$ cat src/rtl/pipe_stage_skid.sv
// Two-entry skid buffer between IF and ID. The main entry drives the
// outputs; the skid entry absorbs one extra instruction so in_ready can be
// a registered signal. Flush discards everything held and incoming.
module pipe_stage_skid #(
  parameter int                PC_W     = 32,
  parameter int                INST_W   = 32,
  parameter logic [INST_W-1:0] NOP_INST = 32'h00000013,
  parameter int                CNT_W    = 16
) (
  input  logic              clk,
  input  logic              nrst,
  input  logic              in_valid,
  output logic              in_ready,
  input  logic [PC_W-1:0]   in_pc,
  input  logic [INST_W-1:0] in_inst,
  input  logic              flush,
  output logic              out_valid,
  input  logic              out_ready,
  output logic [PC_W-1:0]   out_pc,
  output logic [INST_W-1:0] out_inst,
  output logic [CNT_W-1:0]  bp_cnt
);

  typedef enum logic [1:0] {
    EMPTY = 2'd0,
    ONE   = 2'd1,
    FULL  = 2'd2
  } state_t;

  state_t state, state_next;

  logic [PC_W-1:0]   main_pc, skid_pc;
  logic [INST_W-1:0] main_inst, skid_inst;

  logic accept, take;
  logic load_main_in, load_main_skid, load_skid;

  // Handshake flags are decoded from registered state only.
  assign out_valid = (state != EMPTY);
  assign in_ready  = (state != FULL);
  assign accept    = in_valid & in_ready;
  assign take      = out_valid & out_ready;

  // Bubble encoding whenever nothing is held.
  assign out_pc   = (state == EMPTY) ? '0 : main_pc;
  assign out_inst = (state == EMPTY) ? NOP_INST : main_inst;

  // State register.
  always_ff @(posedge clk) begin
    if (!nrst) state <= EMPTY;
    else       state <= state_next;
  end

  // Next-state and entry-load decode; flush overrides every handshake.
  always_comb begin
    state_next     = state;
    load_main_in   = 1'b0;
    load_main_skid = 1'b0;
    load_skid      = 1'b0;
    if (flush) begin
      state_next = EMPTY;
    end else begin
      case (state)
        EMPTY: begin
          if (accept) begin
            state_next   = ONE;
            load_main_in = 1'b1;
          end
        end
        ONE: begin
          if (accept && take) begin
            load_main_in = 1'b1;
          end else if (accept) begin
            state_next = FULL;
            load_skid  = 1'b1;
          end else if (take) begin
            state_next = EMPTY;
          end
        end
        FULL: begin
          if (take) begin
            state_next     = ONE;
            load_main_skid = 1'b1;
          end
        end
        default: state_next = EMPTY;
      endcase
    end
  end

  // Main and skid entry storage.
  always_ff @(posedge clk) begin
    if (!nrst) begin
      main_pc   <= '0;
      main_inst <= NOP_INST;
      skid_pc   <= '0;
      skid_inst <= '0;
    end else begin
      if (load_main_in) begin
        main_pc   <= in_pc;
        main_inst <= in_inst;
      end else if (load_main_skid) begin
        main_pc   <= skid_pc;
        main_inst <= skid_inst;
      end
      if (load_skid) begin
        skid_pc   <= in_pc;
        skid_inst <= in_inst;
      end
    end
  end

  // Saturating count of cycles where downstream stalls a valid entry.
  always_ff @(posedge clk) begin
    if (!nrst) begin
      bp_cnt <= '0;
    end else if (out_valid && !out_ready && (bp_cnt != '1)) begin
      bp_cnt <= bp_cnt + CNT_W'(1);
    end
  end

endmodule

$ cat config.mk
export PLATFORM = sky130hd
export DESIGN_NAME = pipe_stage_skid
export DESIGN_NICKNAME = d
export VERILOG_FILES = /design/src/rtl/pipe_stage_skid.sv
export SDC_FILE = /design/constraint.sdc
export NUM_CORES = 1
export LEC_CHECK = 0
export BUFFER_PORTS_ARGS = -buffer_cell sky130_fd_sc_hd__buf_2
export CORE_MARGIN = 1.5
export CORE_UTILIZATION = 53
export CTS_CLUSTER_DIAMETER = 30
export DETAILED_ROUTE_END_ITERATION = 10
export GPL_ROUTABILITY_DRIVEN = 0
export GPL_TIMING_DRIVEN = 0
export HOLD_SLACK_MARGIN = 0.12
export PLACE_DENSITY = 0.79
export SLEW_MARGIN = 10
export SYNTH_ARGS = -nofsm -noshare
export SYNTH_HDL_FRONTEND = slang
export SYNTH_SLANG_ARGS = --single-unit
$ cat constraint.sdc
create_clock -name clk -period 2.2 [get_ports clk]
set_clock_uncertainty 0.1 [all_clocks]
set_input_delay 0.33 -clock clk [delete_from_list [all_inputs] [get_ports clk]]
set_output_delay 0.33 -clock clk [all_outputs]
set_load 0.01 [all_outputs]
==> After elaboration in Yosys (flattened, before gate mapping) <==
Cells that the tools add are included.
{ "op_classes": {"n_bitwise": 3, "n_eq_ne": 8, "add_sub_neg": 1, "mux": 22, "n_reduce_logical": 9} }
{ "op_table": {"columns": ["op", "count"], "rows": [
  ["$mux W32", 6],
  ["$add A16 B1 Y16 const B", 1],
  ["$ne A16 B16 Y1 const B", 1],
  ["$mux W2", 5],
  ["$mux W1", 9],
  ["$ne A2 B2 Y1 const B", 4],
  ["$pmux W2 S3", 1],
  ["$reduce_and A4 Y1", 1],
  ["$reduce_bool A2 Y1", 2],
  ["$logic_and A1 B1 Y1", 3],
  ["$ne A3 B3 Y1 const B", 1],
  ["$and A1 B1 Y1", 2],
  ["$eq A2 B1 Y1 const B", 1],
  ["$eq A2 B2 Y1 const B", 1],
  ["$logic_not A2 Y1", 1],
  ["$pmux W1 S2", 1],
  ["$reduce_or A2 Y1", 1],
  ["$logic_not A1 Y1", 1],
  ["$not A1 Y1", 1]
]} }
{ "totals": {"elab_cells": 49, "reg_bits": 146, "output_inout_bits": 82, "in_bits": 69} }

==> Logic depth before layout (Yosys ltp) <==
{ "depth": {"ltp_word": 7, "mapped_depth": 6, "depth_no_buf": 5} }

==> Worst setup path after synthesis <==
Ideal clock, no wire load.
{ "synth_timing": {"kind": "reg-to-reg", "from": "register bp_cnt[5]", "to": "register bp_cnt[13]", "setup_ns": 0.070, "arrival_ns": 1.697, "t_required_ns": 2.030, "synth_period_minus_slack_ns": 1.867, "path_buffers": 0, "stages_incl_launch_ff": 5, "path_slack_ns": 0.333, "path_cell_list": "dfxtp_1 > nand4_4 > or4_4 > or4_1 > a21oi_1"} }
{ "synth_between": {"elab_chain_len": 2, "word_cells_on_any_way": 3, "classes_between": "1 x add/sub; 1 x eq/ne; 1 x reduce/logical"} }
{ "synth_rtl": {"columns": ["element", "line_no", "text"], "rows": [
  ["start: declaration", "21", "output logic [CNT_W-1:0] bp_cnt"],
  ["start signal: assignment", "118", "bp_cnt <= bp_cnt + CNT_W'(1);"],
  ["parallel branches: the longest is 2 deep, another holds $add A16 B1 Y16", null, null]
]} }
Several ways; the timed one is not identified.
A chain may end at the register's enable or synchronous reset.

==> Final worst setup path <==
{ "layout_timing": {"from": "register state[1]", "to": "output port out_inst[12]"} }
{ "layout_between": {"elab_chain_len": 2} }
{ "layout_rtl": {"columns": ["element", "line_no", "text"], "rows": [
  ["start: declaration", "30", "state_t state, state_next;"],
  ["start signal: assignment", "51", "else state <= state_next;"],
  ["$logic_not A2 Y1", "46", "assign out_inst = (state == EMPTY) ? NOP_INST : main_inst;"],
  ["$mux W32", "46", null],
  ["end: declaration", "20", "output logic [INST_W-1:0] out_inst,"]
]} }
No other way between the ends.

==> flow_metrics.tcl <==
set metrics [dict create \
    synth_top_family_by_area "simple AND/OR/NAND/NOR gates" \
    postSynthAreaPerCell_um2 8.15 \
    ys_ff_latch 146 \
    syn2layout_area_growth_pct 36.7 \
    synthAdderAreaFrac_pct 0.205 \
    dp_slack_ns -0.0721 \
    crit_cells 6 \
    hpwl_um 10800 \
    diodes 0 \
    synth-edff-count 0 \
    critPathMaxFanout 10 \
    synth.area.top_cells "dfxtp_1 48%, nand2_1 12%, a21oi_1 11%" \
    setup_slack_ns 0.0315 \
    routed_via_density 5.38 \
    hold_depth 2 \
    slew_headroom_pct 62.1 \
    slowest_delay_ns 0.31 \
    die_w_um 110 \
    insertion_delay_ns 0.41 \
    synth_mux_area_share_pct 0.657 \
    postPlaceCellArea_um2 7020 \
    grt_first_pass_wirelength_um 26500 \
    rsz0062_at_grt "yes" \
    r2r_cells 6 \
    start_util_pct 55.3 \
    ys_seq_area_share_pct 47.9 \
    syn-num-nets 818 \
    ir_drop_uv 524 \
    numCtsBuffers 17 \
    hold_path.class "primary input to register" \
    root_buffer "clkbuf_16" \
    fin_crit_sh_pct 98.6 \
    clock-sinks 146 \
    slew_viol_final 0 \
    grt-ovfl-total 0 \
    worst-endpoint-arrival_ns 1.74 \
    layout-drive-gt1-share_pct 21.8 \
    track_usage_pct 28.0 \
    drt-wirelength-per-cell_um 15.0 \
    period_minus_slack_ns 2.17 \
    critPathRequiredTime_ns 1.77 \
    endpoint_kind "primary output" \
    path_buf_inv 4 \
    syn_area_um2 6100 \
    maxCapViolCount 0 \
    yosys.area_share.xor_xnor_pct 0.144 \
    ys_async_sr_fraction_pct 0 \
    cts_buffer_depth 2 \
    die-area_um2 12200 \
    powerDensity_nw_per_um2 719 \
    rows 38 \
    maxClockFrequency_mhz 461 \
    final_cell_area_um2 8330 \
    drt_iter0_markers 364 \
    antenna_found_initial 0 \
    yosysUniqueCellTypes 47 \
    tns_ns 0 \
    clk_pin_slew_ns 0.06 \
    remaining_drc_errors 0 \
    dominantRegCellSynth "dfxtp_1" \
    cts_tree "built" \
    path_class "register to primary output" \
    port_buffers 148 \
    worstMarginPinSlew_ns 0.568 \
    antenna_left 0 \
    htree_num_levels 4 \
    grt_max_degree 17 \
    cellLeakagePower_nw 3.35 \
    die_h_um 110 \
    finalHoldViolations 0 \
    synth_top_cell_by_area "dfxtp_1" \
    setup_violations 0 \
    yosysWarningCount 0 \
    core_um2 11000 \
    via_count 6111 \
    path_cells "buf_6, or2_4, clkbuf_16, clkbuf_8, and2_1, buf_2" \
    grt_pass1_vias 5544 \
    crit_slowest_cell "dfxtp_1" \
    cpLargestDelayFamily "buffers and inverters" \
    synth_top_area_share_pct 47.9 \
    wl_um 17000 \
    syn_inst 748 \
    drtPass1Iterations 7 \
    finalPower_mw 5.99 \
    synth_simple_gate_area_share_pct 24.4 \
    synth_compound_area_share_pct 21.7 \
    yosys.cell_count.top_type "nand2_1" \
    run_status "completed" \
    ys_top_cells_by_count "198 x nand2_1, 146 x dfxtp_1, 137 x a21oi_1" \
    nets 1052 \
    startpoint_type "register" \
    ioPinCount 151 \
]
final timing paths:
check / startpoint / endpoint / slack (ns)
max: state[1] / out_inst[12] / 0.03
min: nrst / main_inst[4] / 0.22
max reg2reg: state[1] / skid_inst[31] / 0.17
min reg2reg: main_pc[3] / main_pc[3] / 0.35
cells in the final DEF (no fill, tap or decap), types with 2 or more instances in the layout:
| master | n |
|---|---|
| clkinv_4 | 4 |
| or3_1 | 3 |
| nor4_1 | 3 |
| nor3_4 | 2 |
| o31ai_1 | 7 |
| and2_1 | 61 |
| inv_1 | 2 |
| dfxtp_1 | 146 |
| a211oi_1 | 3 |
| nand3_1 | 6 |
| nand2_1 | 197 |
| buf_6 | 4 |
| a22oi_1 | 61 |
| nor2_1 | 5 |
| nor2b_1 | 4 |
| o21ai_0 | 7 |
| or4_1 | 5 |
| inv_8 | 2 |
| a21oi_1 | 136 |
| nand2b_1 | 8 |
| clkinvlp_4 | 2 |
| dlygate4sd3_1 | 65 |
| buf_4 | 7 |
| clkbuf_8 | 5 |
| clkbuf_1 | 35 |
| clkbuf_16 | 18 |
| nand4_1 | 4 |
| buf_2 | 158 |
| inv_6 | 5 |
| mux2i_1 | 4 |
stage by stage:
stage               std cells  util, %  hold WS [ns]
floorplan                 748        -         0.322
global placement         1036     63.6         0.339
detailed placement       1036     63.6         0.342
CTS                      1135     75.2         0.191
global route             1135     75.5         0.266
finish                   1135     75.5         0.216
sequential cells by signal, indices dropped and copies added (netlist names):
register	cells
bp_cnt	16
main_inst	32
main_pc	32
skid_inst	32
skid_pc	32
state	2
kinds of logic after synthesis:
logic type | Yosys count
mux | 4
flops | 146
compound gates | 223
fa+ha+maj | 1
simple gates | 311
xor+xnor | 1
buf+inv | 62
worst register-to-register path, cell delays in order (launching register included):
cell	delay [ns]
dfxtp_1	0.31
buf_6	0.13
nand2b_1	0.22
nor3_4	0.45
clkbuf_1	0.48
nand2_1	0.11
a21oi_1	0.15
cell type report:
type / count / area (µm²)
Buffer: 59 / 344
Sequential cell: 146 / 2920
Inverter: 3 / 11.3
Clock buffer: 18 / 439
Fill cell: 842 / 2700
Clock inverter: 14 / 121
Timing Repair Buffer: 215 / 1410
Tap cell: 140 / 175
Multi-Input combinational cell: 540 / 2910
what timing repair did:
item | 4_1_cts | 5_1_grt
endpoints found under the hold margin | 106 | 0
buffers inserted | 2 | 0
hold buffers | 65 | 0
setup endpoints to repair | 55 | 156
resized for setup | 16 | 8
power breakdown:
group / internal, mW / switching (mW) / leakage, nW
Sequential: 2.71 / 0.0315 / 1.18
Clock: 1.51 / 1.23 / 0.272
Combinational: 0.238 / 0.270 / 1.89
per-layer routing:
metal / GRT usage [%] / wire length [µm] / vias to the layer above
li1: - / - / 3050
met4: 10.1 / 319 / 0
met3: 5.29 / 952 / 26
met1: 36.2 / 7490 / 2825
met5: 0 / 0 / -
met2: 46.6 / 8230 / 210
Note: power is estimated with default switching activity, not from simulation.
